### src/rtl/clk_reset_gen_if.sv
// Configuration and status bundle between the clock/reset generator and its controller.
// The controller drives the master side; the generator uses the slave side.
interface clk_reset_gen_if #(
  parameter int unsigned NUM_CH = 4,
  parameter int unsigned DIV_W  = 4
);
  logic [NUM_CH*DIV_W-1:0] div_sel;
  logic [NUM_CH-1:0]       ch_enable;
  logic [NUM_CH-1:0]       ch_invert;
  logic [NUM_CH-1:0]       clk_out;
  logic                    sys_reset;
  logic                    ready;

  modport master (
    output div_sel,
    output ch_enable,
    output ch_invert,
    input  clk_out,
    input  sys_reset,
    input  ready
  );

  modport slave (
    input  div_sel,
    input  ch_enable,
    input  ch_invert,
    output clk_out,
    output sys_reset,
    output ready
  );
endinterface

### src/rtl/clk_reset_gen.sv
// Derives NUM_CH programmable divided clocks from the board clock and stretches the
// board reset into a system reset released RST_HOLD cycles after reset drops.
module clk_reset_gen #(
  parameter int unsigned NUM_CH   = 4,
  parameter int unsigned DIV_W    = 4,
  parameter int unsigned RST_HOLD = 4,
  parameter int unsigned HOLD_W   = 3
) (
  input  logic           clock,
  input  logic           reset,
  clk_reset_gen_if.slave bus
);

  typedef enum logic [0:0] {StHold, StRun} state_e;

  localparam logic [HOLD_W-1:0] HoldLast = HOLD_W'(RST_HOLD - 1);

  state_e                        state_q;
  logic [HOLD_W-1:0]             hold_cnt_q;
  logic                          first_q;
  logic                          sys_reset_q;
  logic                          ready_q;

  logic [NUM_CH-1:0][DIV_W-1:0]  cnt_q, cnt_d;
  logic [NUM_CH-1:0][DIV_W-1:0]  div_q, div_d;
  logic [NUM_CH-1:0][DIV_W-1:0]  eff_div;
  logic [NUM_CH-1:0]             phase_q, phase_d;
  logic [NUM_CH-1:0]             clk_q, clk_d;

  // Reset sequencer: HOLD counts out the stretch, RUN is terminal until reset.
  always_ff @(posedge clock or posedge reset) begin
    if (reset) begin
      state_q     <= StHold;
      hold_cnt_q  <= '0;
      first_q     <= 1'b0;
      sys_reset_q <= 1'b1;
      ready_q     <= 1'b0;
    end else begin
      unique case (state_q)
        StHold: begin
          hold_cnt_q <= hold_cnt_q + 1'b1;
          if (hold_cnt_q == HoldLast) begin
            state_q     <= StRun;
            first_q     <= 1'b1;
            sys_reset_q <= 1'b0;
            ready_q     <= 1'b1;
          end
        end
        StRun: begin
          first_q <= 1'b0;
        end
        default: state_q <= StHold;
      endcase
    end
  end

  // The divisor is only taken from div_sel on the first RUN cycle or at a toggle,
  // so a half-period is never cut short by a software update.
  always_comb begin
    cnt_d   = cnt_q;
    div_d   = div_q;
    phase_d = phase_q;
    clk_d   = clk_q;
    eff_div = div_q;
    for (int i = 0; i < NUM_CH; i++) begin
      if (state_q != StRun) begin
        cnt_d[i]   = '0;
        div_d[i]   = '0;
        phase_d[i] = 1'b0;
        clk_d[i]   = 1'b0;
      end else begin
        if (first_q) begin
          eff_div[i] = bus.div_sel[i*DIV_W +: DIV_W];
          div_d[i]   = bus.div_sel[i*DIV_W +: DIV_W];
        end
        if (bus.ch_enable[i]) begin
          if (cnt_q[i] == eff_div[i]) begin
            cnt_d[i]   = '0;
            phase_d[i] = ~phase_q[i];
            div_d[i]   = bus.div_sel[i*DIV_W +: DIV_W];
          end else begin
            cnt_d[i] = cnt_q[i] + 1'b1;
          end
          clk_d[i] = phase_d[i] ^ bus.ch_invert[i];
        end
      end
    end
  end

  always_ff @(posedge clock or posedge reset) begin
    if (reset) begin
      cnt_q   <= '0;
      div_q   <= '0;
      phase_q <= '0;
      clk_q   <= '0;
    end else begin
      cnt_q   <= cnt_d;
      div_q   <= div_d;
      phase_q <= phase_d;
      clk_q   <= clk_d;
    end
  end

  assign bus.clk_out   = clk_q;
  assign bus.sys_reset = sys_reset_q;
  assign bus.ready     = ready_q;

endmodule

### src/flat_wrapper.sv
// flat-port wrapper written by rule: the top's interface ports become plain ports
module clk_reset_gen_flat 
#(
  parameter int unsigned NUM_CH   = 4,
  parameter int unsigned DIV_W    = 4,
  parameter int unsigned RST_HOLD = 4,
  parameter int unsigned HOLD_W   = 3
)
  (clock, reset, bus_div_sel, bus_ch_enable, bus_ch_invert, bus_clk_out, bus_sys_reset, bus_ready);
  clk_reset_gen_if #(.NUM_CH(NUM_CH), .DIV_W(DIV_W)) bus_i ();
  input  logic clock;
  input  logic reset;
  input wire logic [$bits(bus_i.div_sel)-1:0] bus_div_sel;
  input wire logic [$bits(bus_i.ch_enable)-1:0] bus_ch_enable;
  input wire logic [$bits(bus_i.ch_invert)-1:0] bus_ch_invert;
  output wire logic [$bits(bus_i.clk_out)-1:0] bus_clk_out;
  output wire logic [$bits(bus_i.sys_reset)-1:0] bus_sys_reset;
  output wire logic [$bits(bus_i.ready)-1:0] bus_ready;
  assign bus_i.div_sel = bus_div_sel;
  assign bus_i.ch_enable = bus_ch_enable;
  assign bus_i.ch_invert = bus_ch_invert;
  assign bus_clk_out = bus_i.clk_out;
  assign bus_sys_reset = bus_i.sys_reset;
  assign bus_ready = bus_i.ready;
  clk_reset_gen #(.NUM_CH(NUM_CH), .DIV_W(DIV_W), .RST_HOLD(RST_HOLD), .HOLD_W(HOLD_W)) u_core (.clock(clock), .reset(reset), .bus(bus_i));
endmodule
### config.mk
export PLATFORM = sky130hd
export DESIGN_NAME = clk_reset_gen_flat
export DESIGN_NICKNAME = d
export VERILOG_FILES = /design/src/rtl/clk_reset_gen_if.sv /design/src/rtl/clk_reset_gen.sv /design/src/flat_wrapper.sv
export SDC_FILE = /design/constraint.sdc
export NUM_CORES = 1
export LEC_CHECK = 0
export CORE_MARGIN = 2
export CORE_UTILIZATION = 35
export DETAILED_ROUTE_END_ITERATION = 6
export DONT_BUFFER_PORTS = 1
export MAX_ROUTING_LAYER = met4
export SYNTH_ARGS = -nofsm -noshare
export SYNTH_HDL_FRONTEND = slang
export SYNTH_SLANG_ARGS = --single-unit
### constraint.sdc
create_clock -name clock -period 2.3 [get_ports clock]
set_input_delay 0.46 -clock clock [delete_from_list [all_inputs] [get_ports clock]]
set_output_delay 0.46 -clock clock [all_outputs]
set_load 0.02 [all_outputs]
* After elaboration in Yosys (flattened, before gate mapping)
Cells that the tools add are included.
Storage, ports and cells: memory bits (read-only) 0, memories kept 0, register bits 47, RAM bits 0, logic and storage cells 110, output and inout port bits 6, input bits 26, latch bits 0
Operators by class: multipliers 0, div/mod/pow operators 0, multiplexer cells 64, add/sub/neg operators 5, shifts and indexed selects 0, $lt $le $gt $ge 0, reduce and logical (&&, ||, !) cells 1, eq/ne operators 10, bitwise operators 9
Operator list (number):
- two-way mux 4 bit | 32
- two-way mux 1 bit | 31
- adder 4 x 1 -> 4 bit (second input constant) | 4
- == test 4 bit | 4
- inequality test 2 bit (second input constant) | 4
- inverter 1 bit | 5
- bitwise XOR 1 bit | 4
- adder 3 x 1 -> 3 bit (second input constant) | 1
- == test 3 x 2 -> 1 bit (second input constant) | 1
- inequality test 2 x 1 -> 1 bit (second input constant) | 1
- case mux 1 bit (2 select lines) | 1
- AND reduction 2 bit | 1

* Depth between registers and ports, before layout
Gate-level depths: netlist of run 1.
word-level depth 9, gate-level depth with buffers 8, gate-level depth less buffers 5

* Worst setup path before layout of run 1
No wires, ideal clock.
path type reg2reg, start register u_core.first_q, end register u_core.clk_q[0], in the netlist u_core.bus.clk_out[0], data required time 2.174 ns, clock period less this slack 1.773 ns, path buffers 3, slack 0.527 ns, arrival 1.647 ns, library setup time 0.126 ns, stages on the path, launching flop included 8, path through dfrtp_1 buf_6 buf_12 mux2i_1 xor2_1 nand4_2 buf_6 a221o_1
Between the ends: word-level cells in the longest chain between the ends 9
Ends and longest elaborated chain:
- start: declaration | RTL line clk_reset_gen.sv:20 | logic first_q;
- start signal: assignment | RTL line clk_reset_gen.sv:35 | first_q <= 1'b0;
- start signal: assignment | RTL line clk_reset_gen.sv:44 | first_q <= 1'b1;
- start signal: assignment | RTL line clk_reset_gen.sv:50 | first_q <= 1'b0;
- two-way mux 4 bit | RTL line clk_reset_gen.sv:72 | if (first_q) begin
- two-way mux 4 bit | RTL line clk_reset_gen.sv:66 | if (state_q != StRun) begin
- == test 4 bit | RTL line clk_reset_gen.sv:77 | if (cnt_q[i] == eff_div[i]) begin
- two-way mux 1 bit | RTL line clk_reset_gen.sv:77
- two-way mux 1 bit | RTL line clk_reset_gen.sv:76 | if (bus.ch_enable[i]) begin
- two-way mux 1 bit | RTL line clk_reset_gen.sv:66
- bitwise XOR 1 bit | RTL line clk_reset_gen.sv:84 | clk_d[i] = phase_d[i] ^ bus.ch_invert[i];
- two-way mux 1 bit | RTL line clk_reset_gen.sv:76
- two-way mux 1 bit | RTL line clk_reset_gen.sv:66
- end signal: assignment | RTL line clk_reset_gen.sv:100 | clk_q <= clk_d;
- end: declaration | RTL line clk_reset_gen.sv:28 | logic [NUM_CH-1:0] clk_q, clk_d;
No other way between the ends. The select of a mux whose other input is x is not followed. A chain may end at the register's enable or synchronous reset.

* Final worst setup path of run 1
start register u_core.first_q, end register u_core.phase_q[1]
Between the ends: word-level cells in the longest chain between the ends 8
Ends and longest elaborated chain:
- two-way mux 4 bit | RTL line clk_reset_gen.sv:72
- two-way mux 4 bit | RTL line clk_reset_gen.sv:66
- == test 4 bit | RTL line clk_reset_gen.sv:77
- two-way mux 1 bit | RTL line clk_reset_gen.sv:77
- two-way mux 1 bit | RTL line clk_reset_gen.sv:76
- two-way mux 1 bit | RTL line clk_reset_gen.sv:66
- two-way mux 1 bit | RTL line clk_reset_gen.sv:76
- two-way mux 1 bit | RTL line clk_reset_gen.sv:66
- end signal: assignment | RTL line clk_reset_gen.sv:99 | phase_q <= phase_d;
- end: declaration | RTL line clk_reset_gen.sv:27 | logic [NUM_CH-1:0] phase_q, phase_d;
No other way between the ends. The select of a mux whose other input is x is not followed.

==> results.md, run 1 <==
- Multiplexer share of the synthesized area: 6.78%
- Routed vias/inst: 5.55
- Initial antenna violation count: 0
- Max stage delay on crit path: 0.43 ns
- Setup crit start kind: flop
- Clk slew on worst S/H paths: 0.09 ns
- Total leakage power: 0.00114 µW
- First-pass GRT wire length: 10,300 µm
- Relative slew slack: 54.5%
- CP Capture Type: flop
- Comb power frac: 38.4%
- Tmin final: 2.02 ns
- Vias in the first global route: 2,089
- FF-to-FF End: u_core.phase_q[1]$_DFFE_PP0P_
- CP Data Required Time: 2.52 ns
- Area of the core region: 0.00777 mm²
- EDFF count, synth: 0
- HP Class: in -> async
- XOR/XNOR Fraction of Synth Area: 6.51%
- Total power: 3180 µW
- Asr flop ratio synth: 100%
- CP delay by family, top: simple AND/OR/NAND/NOR gates
- Number of synthesis warnings: 0
- Final wirelength: 6090 µm
- Syn avg cell area: 9.58 µm²
- Post-Place Setup Slack: 0.210 ns
- Port Buf Inserts: 0
- Clock power share: 17.0%
- Worst skew pair latency: 0.30 ns
- Iteration-0 DRC Markers: 150
- Synth Register Bits: 47
- Final period utilization: 87.7%
- Slew at the pin closest to its max-slew limit: 0.680 ns
- IO Count: 32
- Setup crit end: u_core.phase_q[1]$_DFFE_PP0P_
- Layout cells sized above 1: 7.37%
- Worst VDD drop: 0.437 mV
- Syn_nets: 327
- Hold slack: 0.196 ns
- Post-DP HPWL: 3970 µm
- Ranking of synthesized cells by area: dfrtp_1 41%, mux2i_1 6.4%, xor2_1 5.0%
- Final Setup Violations: 0
- Reg2Reg Depth: 6
- Synth unique cells: 41
- GRT Overall Usage: 15.0%
- Final antenna-violating net count: 0
- Fin nets: 316
- Die ar.: 0.00881 mm²
- Floorplan row count: 32
- Synth area leader: dfrtp_1
- Start point of the critical path: u_core.first_q$_DFFE_PP0P_
- Crit Path Max Fanout: 23
- Postcts setup bufs: 0
- Ys flop type: dfrtp_1
- Congestion Overflow GR: 0
- F_max: 496 MHz
- Flop pwr share: 44.7%
- Crit path arrival time: 2.24 ns
- Fin util: 38.4%
- Psw: 1230 µW
- Internal power: 1950 µW
- N_diodes: 0
- CP bufs+invs: 1
- Clock buffer depth: 2
- H-tree lvl count: 2
- Levels on crit path: 6
- Post-synthesis simple-gate area fraction: 19.9%
- Max Cap Viol: 0
- Detailed-route via count: 2,148
- Largest net degree at the start of global routing: 48
- DRC Markers: 0
- Starting density of the core: 36.4%
- Switching share of power: 38.7%
- WL/cell: 15.7 µm
- CP cell instances: buf_12 -> mux2i_1 -> xor2_1 -> nand4_2 -> or3_1 -> a21oi_1
- Setup Skew: 0.0117 ns
- Root buffer cell: clkbuf_8
- Setup_tns: 0 ns
- Syn Inst Count: 295
- Die Ht: 93.8 µm
- Yosys top cell area share: 40.7%
- Die W: 93.8 µm
- Final setup margin: 0.284 ns
- Combinational family with the most area after synthesis: simple AND/OR/NAND/NOR gates
- R2r setup slk: 0.28 ns
- Hold Fails Final Rpt: 0
- Post-synthesis adder-cell area fraction: 2.66%
- Reg-to-Reg Start: u_core.first_q$_DFFE_PP0P_
- Synth-to-Final Area Change: 5.54%
- Pins Over Slew Limit: 0
- CP max-delay cell: or3_1
- Status: completed
- CTS buffer count: 5
- Pwr Density: 1070 mW/mm²
- Compound-Gate Fraction of Synth Area: 17.0%
- Post-synthesis sequential area ratio: 41.7%
- Post-Syn Area: 0.00283 mm²
- RSZ-0062 raised after global routing: false
- CTS tree: yes
- CTS Sinks: 47
- Setup CP Type: reg -> reg
- Drt first pass iters: 4
- Routability congestion estimate: 0.732
-- sequential cells by signal, summed over array words and instances, names as in the netlist --
register and count:
u_core.bus.sys_reset 1, u_core.bus.ready 1, u_core.state_q 1, u_core.phase_q 4, u_core.hold_cnt_q 3, u_core.div_q 16, u_core.first_q 1, u_core.bus.clk_out 4
u_core.cnt_q 16
-- layout make-up --
class                      count  area (µm²)
inverter                       7        26.3
timing repair buffer           5        50.0
sequential                    47        1180
fill                         782        4790
clock buffer                   6        82.6
clock inverter                 2        16.3
multi-input combinational    218        1500
tap                          102         128
-- what timing repair did --
action | CTS | global route
gates resized for setup | 0 | 1
endpoints found under the hold margin | 0 | 0
hold buffers | 0 | 0
setup endpoints to repair | 0 | 1
-- cell usage after synthesis, types with 3 or more instances --
master	instances
xor2_1	16
o21ai_0	16
buf_2	3
buf_6	3
nand4_2	4
nor3b_1	5
nor3_1	7
nand2_1	19
clkbuf_1	13
or3_1	3
inv_1	5
ha_1	6
nor2_1	26
nand3_1	26
a21oi_1	9
xnor2_1	5
dfrtp_1	46
nor4_1	4
a221o_1	4
buf_1	3
mux2i_1	18
a311o_1	12
nor2b_1	6
a32o_1	11
-- layer usage --
layer  vias to the layer above  share of wire [%]  global-route usage [%]
met5                         -                  0                       -
met4                         0               0.36                    4.35
met3                         2                5.0                    3.45
met2                        36                 46                    22.9
met1                      1051                 48                    20.1
li1                       1059                  -                       -
-- power by group through the flow --
stage,Clock (µW),Sequential [µW],Combinational [µW]
floorplan,0,1370,1090
global placement,0,1430,1160
detailed placement,0,1440,1210
CTS,570,1420,1210
global route,605,1470,1390
finish,541,1420,1220
-- worst min-delay path by stage --
| stage | slack, ns | depth (start not counted) | to |
|---|---|---|---|
| CTS | 0.22 | 2 | u_core.cnt_q[7]$_DFFE_PP0P_ |
| finish | 0.20 | 2 | u_core.bus.ready$_DFFE_PP0P_ |
| global placement | 0.47 | 1 | u_core.hold_cnt_q[0]$_DFFE_PP0N_ |
| floorplan | 0.44 | 1 | u_core.hold_cnt_q[0]$_DFFE_PP0N_ |
| global route | 0.23 | 1 | u_core.cnt_q[3]$_DFFE_PP0P_ |
| detailed placement | 0.49 | 1 | u_core.hold_cnt_q[0]$_DFFE_PP0N_ |
-- cells in the final DEF (no fill, tap or decap), drive strengths merged, types with 6 or more instances in the layout --
cell type,Yosys,final
o21ai,17,17
nor3,7,7
nor2b,6,6
a311o,12,12
mux2i,18,18
xor2,16,16
nand3,26,26
dfrtp,46,46
nor2,26,26
clkbuf,13,6
a21oi,9,9
ha,6,6
a32o,11,11
nand2,19,19
-- kinds of logic after synthesis --
kind of cell    Yosys count
xor+xnor                 21
fa+ha+maj                 6
buf+inv                  30
mux                      19
compound gates           63
flops                    47
simple gates            109
-- worst reg2reg max path: cells and delay by family (launching register included) --
family	cells	cell delay, ns
AOI/OAI and AO/OA	1	0.15
xor gates and xnor gates	1	0.20
buffers and inverters	1	0.19
DFF	1	0.38
muxes	1	0.24
and+or+nand+nor	2	0.79
-- through the flow --
step | cell area [µm²] | std cells
after floorplan | 2830 | 295
after global placement | 2870 | 379
after detailed placement | 2870 | 379
after CTS | 2970 | 387
after global routing | 2980 | 387
final | 2980 | 387
Note: power is estimated with default switching activity, not from simulation.
==> run 2: changes to the inputs <==
Settings changed: CORE_UTILIZATION 35 to 51, PLACE_DENSITY set to 0.66.
==> run 2 against run 1 <==
Net effect: sequential share of layout area up 0.49 points; sequential power is essentially flat; critical path depth unchanged; core utilization rose by 16 points; flip-flop and latch count did not move.
==> results.md, run 2 (same netlist as run 1, synthesis figures left out) <==
- Status: completed
- Final Setup Violations: 0 (unchanged)
- CP Data Required Time: 2.53 ns (about the same)
- First-pass GRT wire length: 10,100 µm (-2.8%)
- Iteration-0 DRC Markers: 132 (-12%)
- Vias in the first global route: 2,088 (-0.048%)
- Setup_tns: 0 ns (unchanged)
- R2r setup slk: 0.26 ns (-0.02 ns)
- Sequential cell area: 0.00118 mm² (unchanged)
- Detailed-route via count: 2,174 (+1.2%)
- Congestion Overflow GR: 0 (unchanged)
- Multi-input logic area: 0.00149 mm² (-0.58%)
- Relative slew slack: 41.8% (-13 points)
- N_diodes: 0 (unchanged)
- IO Count: 32 (unchanged)
- Drt first pass iters: 4 (unchanged)
- Max Cap Viol: 0 (unchanged)
- Pins Over Slew Limit: 0 (unchanged)
- CP Capture Type: flop
- Final setup margin: 0.260 ns (-0.0242 ns)
- Pwr Density: 1070 mW/mm² (+0.49%)
- Routability congestion estimate: 0.751 (+2.7%)
- Tmin final: 2.04 ns (+0.0242 ns)
- Total leakage power: 0.00116 µW (+1.9%)
- Post-DP HPWL: 3880 µm (-2.1%)
- Postcts setup bufs: 0 (unchanged)
- Initial antenna violation count: 0 (unchanged)
- CTS resizes: 0 (unchanged)
- Largest net degree at the start of global routing: 40 (-17%)
- Die ar.: 0.00615 mm² (-30%)
- Layout cells sized above 1: 8.30% (+0.94 points)
- Commonest non-fill, non-tap cell in the layout: dfrtp_1
- Reg2Reg Depth: 6 (unchanged)
- Routed vias/inst: 6.02 (+8.5%)
- Port Buf Inserts: 0 (unchanged)
- WL/cell: 16.2 µm (+2.9%)
- Crit Path Max Fanout: 16 (-30%)
- CTS Sinks: 47 (unchanged)
- RSZ-0062 raised after global routing: false
- Root buffer cell: clkbuf_8
- Setup crit start kind: flop
- Synth-to-Final Area Change: 4.25%
- Fin nets: 320 (+1.3%)
- Floorplan row count: 27 (-16%)
- CTS buffer count: 5 (unchanged)
- Die W: 78.4 µm (-16%)
- Worst skew pair latency: 0.30 ns (about the same)
- Hold Fails Final Rpt: 0 (unchanged)
- Setup CP Type: reg -> reg
- Clk slew on worst S/H paths: 0.09 ns (about the same)
- CTS tree: yes
- GRT Overall Usage: 21.1% (+6.2 points)
- Commonest cells after routing, fill and taps aside: 46 x dfrtp_1, 26 x nor2_1, 26 x nand3_1
- Post-Place Setup Slack: 0.259 ns (+0.0491 ns)
- HP Class: in -> async
- Setup Skew: 0.00852 ns (-0.00318 ns)
- Hold Buf Count CTS: 0 (unchanged)
- Die Ht: 78.4 µm (-16%)
- Slew at the pin closest to its max-slew limit: 0.870 ns (+0.190 ns)
- Area of the core region: 0.00544 mm² (-30%)
- Final antenna-violating net count: 0 (unchanged)
- Final wirelength: 5850 µm (-4.1%)
- F_max: 490 MHz (-1.2%)
- Worst VDD drop: 0.553 mV (+27%)
- Fillers: 476 (-39%)
- H-tree lvl count: 2 (unchanged)
- Clock buffer depth: 2 (unchanged)
- DRC Markers: 0 (unchanged)
- Final period utilization: 88.7% (+1.1 points)
- Starting density of the core: 51.9% (+16 points)
- Crit path arrival time: 2.27 ns (+0.03 ns)
- Biggest regs: u_core.cnt_q x16, u_core.div_q x16
## run 2: final timing paths
kind / from / endpoint
min in group clock: bus_ch_enable[2] / u_core.cnt_q[11]$_DFFE_PP0P_
setup / recovery: u_core.first_q$_DFFE_PP0P_ / u_core.phase_q[2]$_DFFE_PP0P_
max in group asynchronous: reset / u_core.div_q[8]$_DFF_PP0_
hold / removal: reset / u_core.bus.clk_out[0]$_DFFE_PP0P_
hold reg to reg: u_core.hold_cnt_q[0]$_DFFE_PP0N_ / u_core.hold_cnt_q[0]$_DFFE_PP0N_
setup reg to reg: u_core.first_q$_DFFE_PP0P_ / u_core.phase_q[2]$_DFFE_PP0P_
## run 2: critical path, cell delays in order, from the launching register on
cell     delay [ns]
dfrtp_1        0.38
buf_4          0.22
mux2i_1        0.23
xor2_1         0.19
nand4_2        0.36
or3_1          0.43
a21oi_1        0.16
## run 2: layer usage
layer / vias up / GRT usage, % / share of wire (%)
met2: 45 / 32.7 / 47
met4: 0 / 6.32 / 1.3
li1: 1060 / - / -
met1: 1063 / 27.8 / 47
met3: 6 / 5.17 / 4.7
met5: - / - / 0
## run 2: layout make-up
| cell class | instances | share of cell area (%) |
|---|---|---|
| timing repair buffer | 9 | 2.29 |
| clock inverter | 1 | 0.170 |
| clock buffer | 7 | 2.93 |
| tap | 72 | 3.06 |
| sequential | 47 | 40.0 |
| multi-input combinational | 218 | 50.7 |
| inverter | 7 | 0.892 |
## run 2: where the power goes
part | switching, µW | total [µW] | internal, µW
clock | 282 | 525 | 243
combinational | 621 | 1220 | 599
sequential | 302 | 1420 | 1110
## run 2: through the flow
step	util, %	cell area (µm²)	hold WS, ns	power, µW	cells
6_report	54.2	2950	0.0379	3160	361
5_1_grt	54.2	2950	0.0849	3410	361
4_1_cts	54.2	2950	0.0495	3180	361
3_5_place_dp	52.5	2850	0.383	2650	353
3_3_place_gp	52.5	2850	0.391	2600	353
2_1_floorplan	-	2830	0.444	2450	295
==> run 3: changes to the inputs <==
Settings changed: MAX_ROUTING_LAYER met4 to not set.
==> run 3 against run 2 <==
Net effect: final cell count did not move; global-route usage fell by 0.57 points; maximum frequency fell by 0.50%; core utilization did not move; sequential power barely moved; register-to-register slack barely moved; highest routed layer unchanged; count of clock-buffer cells in the layout did not move; largest power group unchanged; first-iteration DRC count fell by 6.8%; final area did not move; worst setup slack got worse by 0.010 ns.
==> results.md, run 3 (same netlist as run 1, synthesis figures left out) <==
- Status: completed
- M2 GR Usage: 32.7% (unchanged)
- N_diodes: 0 (unchanged)
- CP cell instances: buf_4 -> mux2i_1 -> xor2_1 -> nand4_2 -> or3_1 -> a21oi_1
- Comb power frac: 38.5% (about the same)
- Clock buffer depth: 2 (unchanged)
- CTS Sinks: 47 (unchanged)
- Hold Buf Count CTS: 0 (unchanged)
- Setup_tns: 0 ns (unchanged)
- Pwr Density: 1070 mW/mm² (+0.15%)
- CP bufs+invs: 1 (unchanged)
- Setup CP Type: reg -> reg
- Fin nets: 320 (unchanged)
- M1 GR Usage: 27.6% (-0.22 points)
- Root buffer cell: clkbuf_8
- F_max: 488 MHz (-0.50%)
- Clock power share: 16.7% (about the same)
- Floorplan row count: 27 (unchanged)
- Die ar.: 0.00615 mm² (unchanged)
- Switching share of power: 38.2% (+0.099 points)
- H-tree lvl count: 2 (unchanged)
- Psw: 1210 µW (+0.41%)
- Total leakage power: 0.00116 µW (unchanged)
- Biggest regs: u_core.cnt_q x16, u_core.div_q x16
- First-pass GRT wire length: 10,100 µm (unchanged)
- Clk slew on worst S/H paths: 0.09 ns (about the same)
- Max Cap Viol: 0 (unchanged)
- DRC Markers: 0 (unchanged)
- Die Ht: 78.4 µm (unchanged)
- Postcts setup bufs: 0 (unchanged)
- Vias in the first global route: 2,088 (unchanged)
- Layout cells sized above 1: 8.30% (unchanged)
- Starting density of the core: 51.9% (unchanged)
- Worst skew pair latency: 0.30 ns (about the same)
- R2r setup slk: 0.25 ns (about the same)
- CP max-delay cell: or3_1
- Commonest cells after routing, fill and taps aside: 46 x dfrtp_1, 26 x nor2_1, 26 x nand3_1
- FF-to-FF End: u_core.phase_q[2]$_DFFE_PP0P_
- Routability congestion estimate: 0.742 (-1.2%)
- Internal power: 1960 µW (about the same)
- Final wirelength: 5840 µm (about the same)
- CTS resizes: 0 (unchanged)
- Pins Over Slew Limit: 0 (unchanged)
- Max stage delay on crit path: 0.43 ns (about the same)
- CP delay by family, top: simple AND/OR/NAND/NOR gates
- Final period utilization: 89.2% (+0.44 points)
- IO Count: 32 (unchanged)
- Final antenna-violating net count: 0 (unchanged)
- Relative slew slack: 41.8% (about the same)
- Port Buf Inserts: 0 (unchanged)
- Initial antenna violation count: 0 (unchanged)
- GRT Overall Usage: 20.6% (-0.57 points)
- HP Class: in -> async
- Crit path arrival time: 2.28 ns (about the same)
- Reg2Reg Depth: 6 (unchanged)
- RSZ-0062 raised after global routing: false
- Area of the core region: 0.00544 mm² (unchanged)
- Reg-to-Reg Start: u_core.first_q$_DFFE_PP0P_
- Congestion Overflow GR: 0 (unchanged)
- Final Setup Violations: 0 (unchanged)
- Post-DP HPWL: 3880 µm (unchanged)
- Setup crit start kind: flop
- Fin util: 54.2% (unchanged)
- Detailed-route via count: 2,176 (+0.092%)
- Die W: 78.4 µm (unchanged)
- Tmin final: 2.05 ns (+0.0102 ns)
- Commonest non-fill, non-tap cell in the layout: dfrtp_1
- Synth-to-Final Area Change: 4.25% (unchanged)
- CTS buffer count: 5 (unchanged)
- Slew at the pin closest to its max-slew limit: 0.870 ns (+0.000224 ns)
- Iteration-0 DRC Markers: 123 (-6.8%)
- CP Capture Type: flop
- GRT busiest layer: met2
- Largest net degree at the start of global routing: 40 (unchanged)
- Met3 routing resource usage after global routing: 5.52% (+0.34 points)
- WL/cell: 16.2 µm (about the same)
- CTS tree: yes
- Routed vias/inst: 6.03 (about the same)
- Setup Skew: 0.00826 ns (-0.000252 ns)
- CP Data Required Time: 2.53 ns (about the same)
- Hold Fails Final Rpt: 0 (unchanged)
- Worst VDD drop: 0.553 mV (about the same)
- Flop pwr share: 44.8% (about the same)
- Crit Path Max Fanout: 16 (unchanged)
- Drt first pass iters: 5 (+1)
run 3: cell counts in the layout (fill, tap and decap cells not counted):
No cell type changed its count.
run 3: layout make-up:
class                      instances  area (µm²)
multi-input combinational        218        1490
clock inverter                     1        5.00
timing repair buffer               9        67.6
sequential                        47        1180
tap                               72        90.1
fill                             476        2490
inverter                           7        26.3
clock buffer                       7        86.3
run 3: worst max-delay path by stage:
| stage | slack, ns | from | cells past startpoint | end |
|---|---|---|---|---|
| finish | 0.25 | u_core.first_q$_DFFE_PP0P_ | 6 | u_core.phase_q[2]$_DFFE_PP0P_ |
| global route | 0.03 | u_core.first_q$_DFFE_PP0P_ | 6 | u_core.phase_q[2]$_DFFE_PP0P_ |
| CTS | 0.22 | u_core.first_q$_DFFE_PP0P_ | 6 | u_core.phase_q[2]$_DFFE_PP0P_ |
| detailed placement | 0.26 | u_core.first_q$_DFFE_PP0P_ | 6 | u_core.phase_q[2]$_DFFE_PP0P_ |
| global placement | 0.35 | u_core.first_q$_DFFE_PP0P_ | 6 | u_core.phase_q[2]$_DFFE_PP0P_ |
| floorplan | 0.53 | u_core.first_q$_DFFE_PP0P_ | 7 | u_core.bus.clk_out[0]$_DFFE_PP0P_ |
run 3: routing by layer:
| metal | vias to the layer above | routed length (µm) |
|---|---|---|
| li1 | 1062 | - |
| met1 | 1057 | 2760 |
| met2 | 51 | 2690 |
| met3 | 6 | 310 |
| met4 | 0 | 78 |
| met5 | - | 0 |
run 3: metrics by stage:
stage / std cells / total power [µW] / worst slack [ns] / instance area, µm² / hold WS, ns
5_1_grt: 361 / 3410 / 0.0304 / 2950 / 0.0849
6_report: 361 / 3170 / 0.249 / 2950 / 0.0380
3_5_place_dp: 353 / 2650 / 0.259 / 2850 / 0.383
4_1_cts: 361 / 3180 / 0.219 / 2950 / 0.0495
2_1_floorplan: 295 / 2450 / 0.527 / 2830 / 0.444
3_3_place_gp: 353 / 2600 / 0.347 / 2850 / 0.391
run 3: power by group through the flow:
| stage | sequential (µW) | clock [µW] | combinational [µW] |
|---|---|---|---|
| after floorplan | 1370 | 0 | 1090 |
| after global placement | 1420 | 0 | 1180 |
| after detailed placement | 1430 | 0 | 1230 |
| after CTS | 1410 | 537 | 1230 |
| after global routing | 1450 | 562 | 1400 |
| final | 1420 | 528 | 1220 |
run 3: worst register-to-register path, delay by kind of cell (launching register included):
| family | cells | cell delay [ns] |
|---|---|---|
| mux | 1 | 0.23 |
| xor+xnor | 1 | 0.19 |
| compound gates | 1 | 0.16 |
| simple gates | 2 | 0.79 |
| flops | 1 | 0.38 |
| buf+inv | 1 | 0.22 |
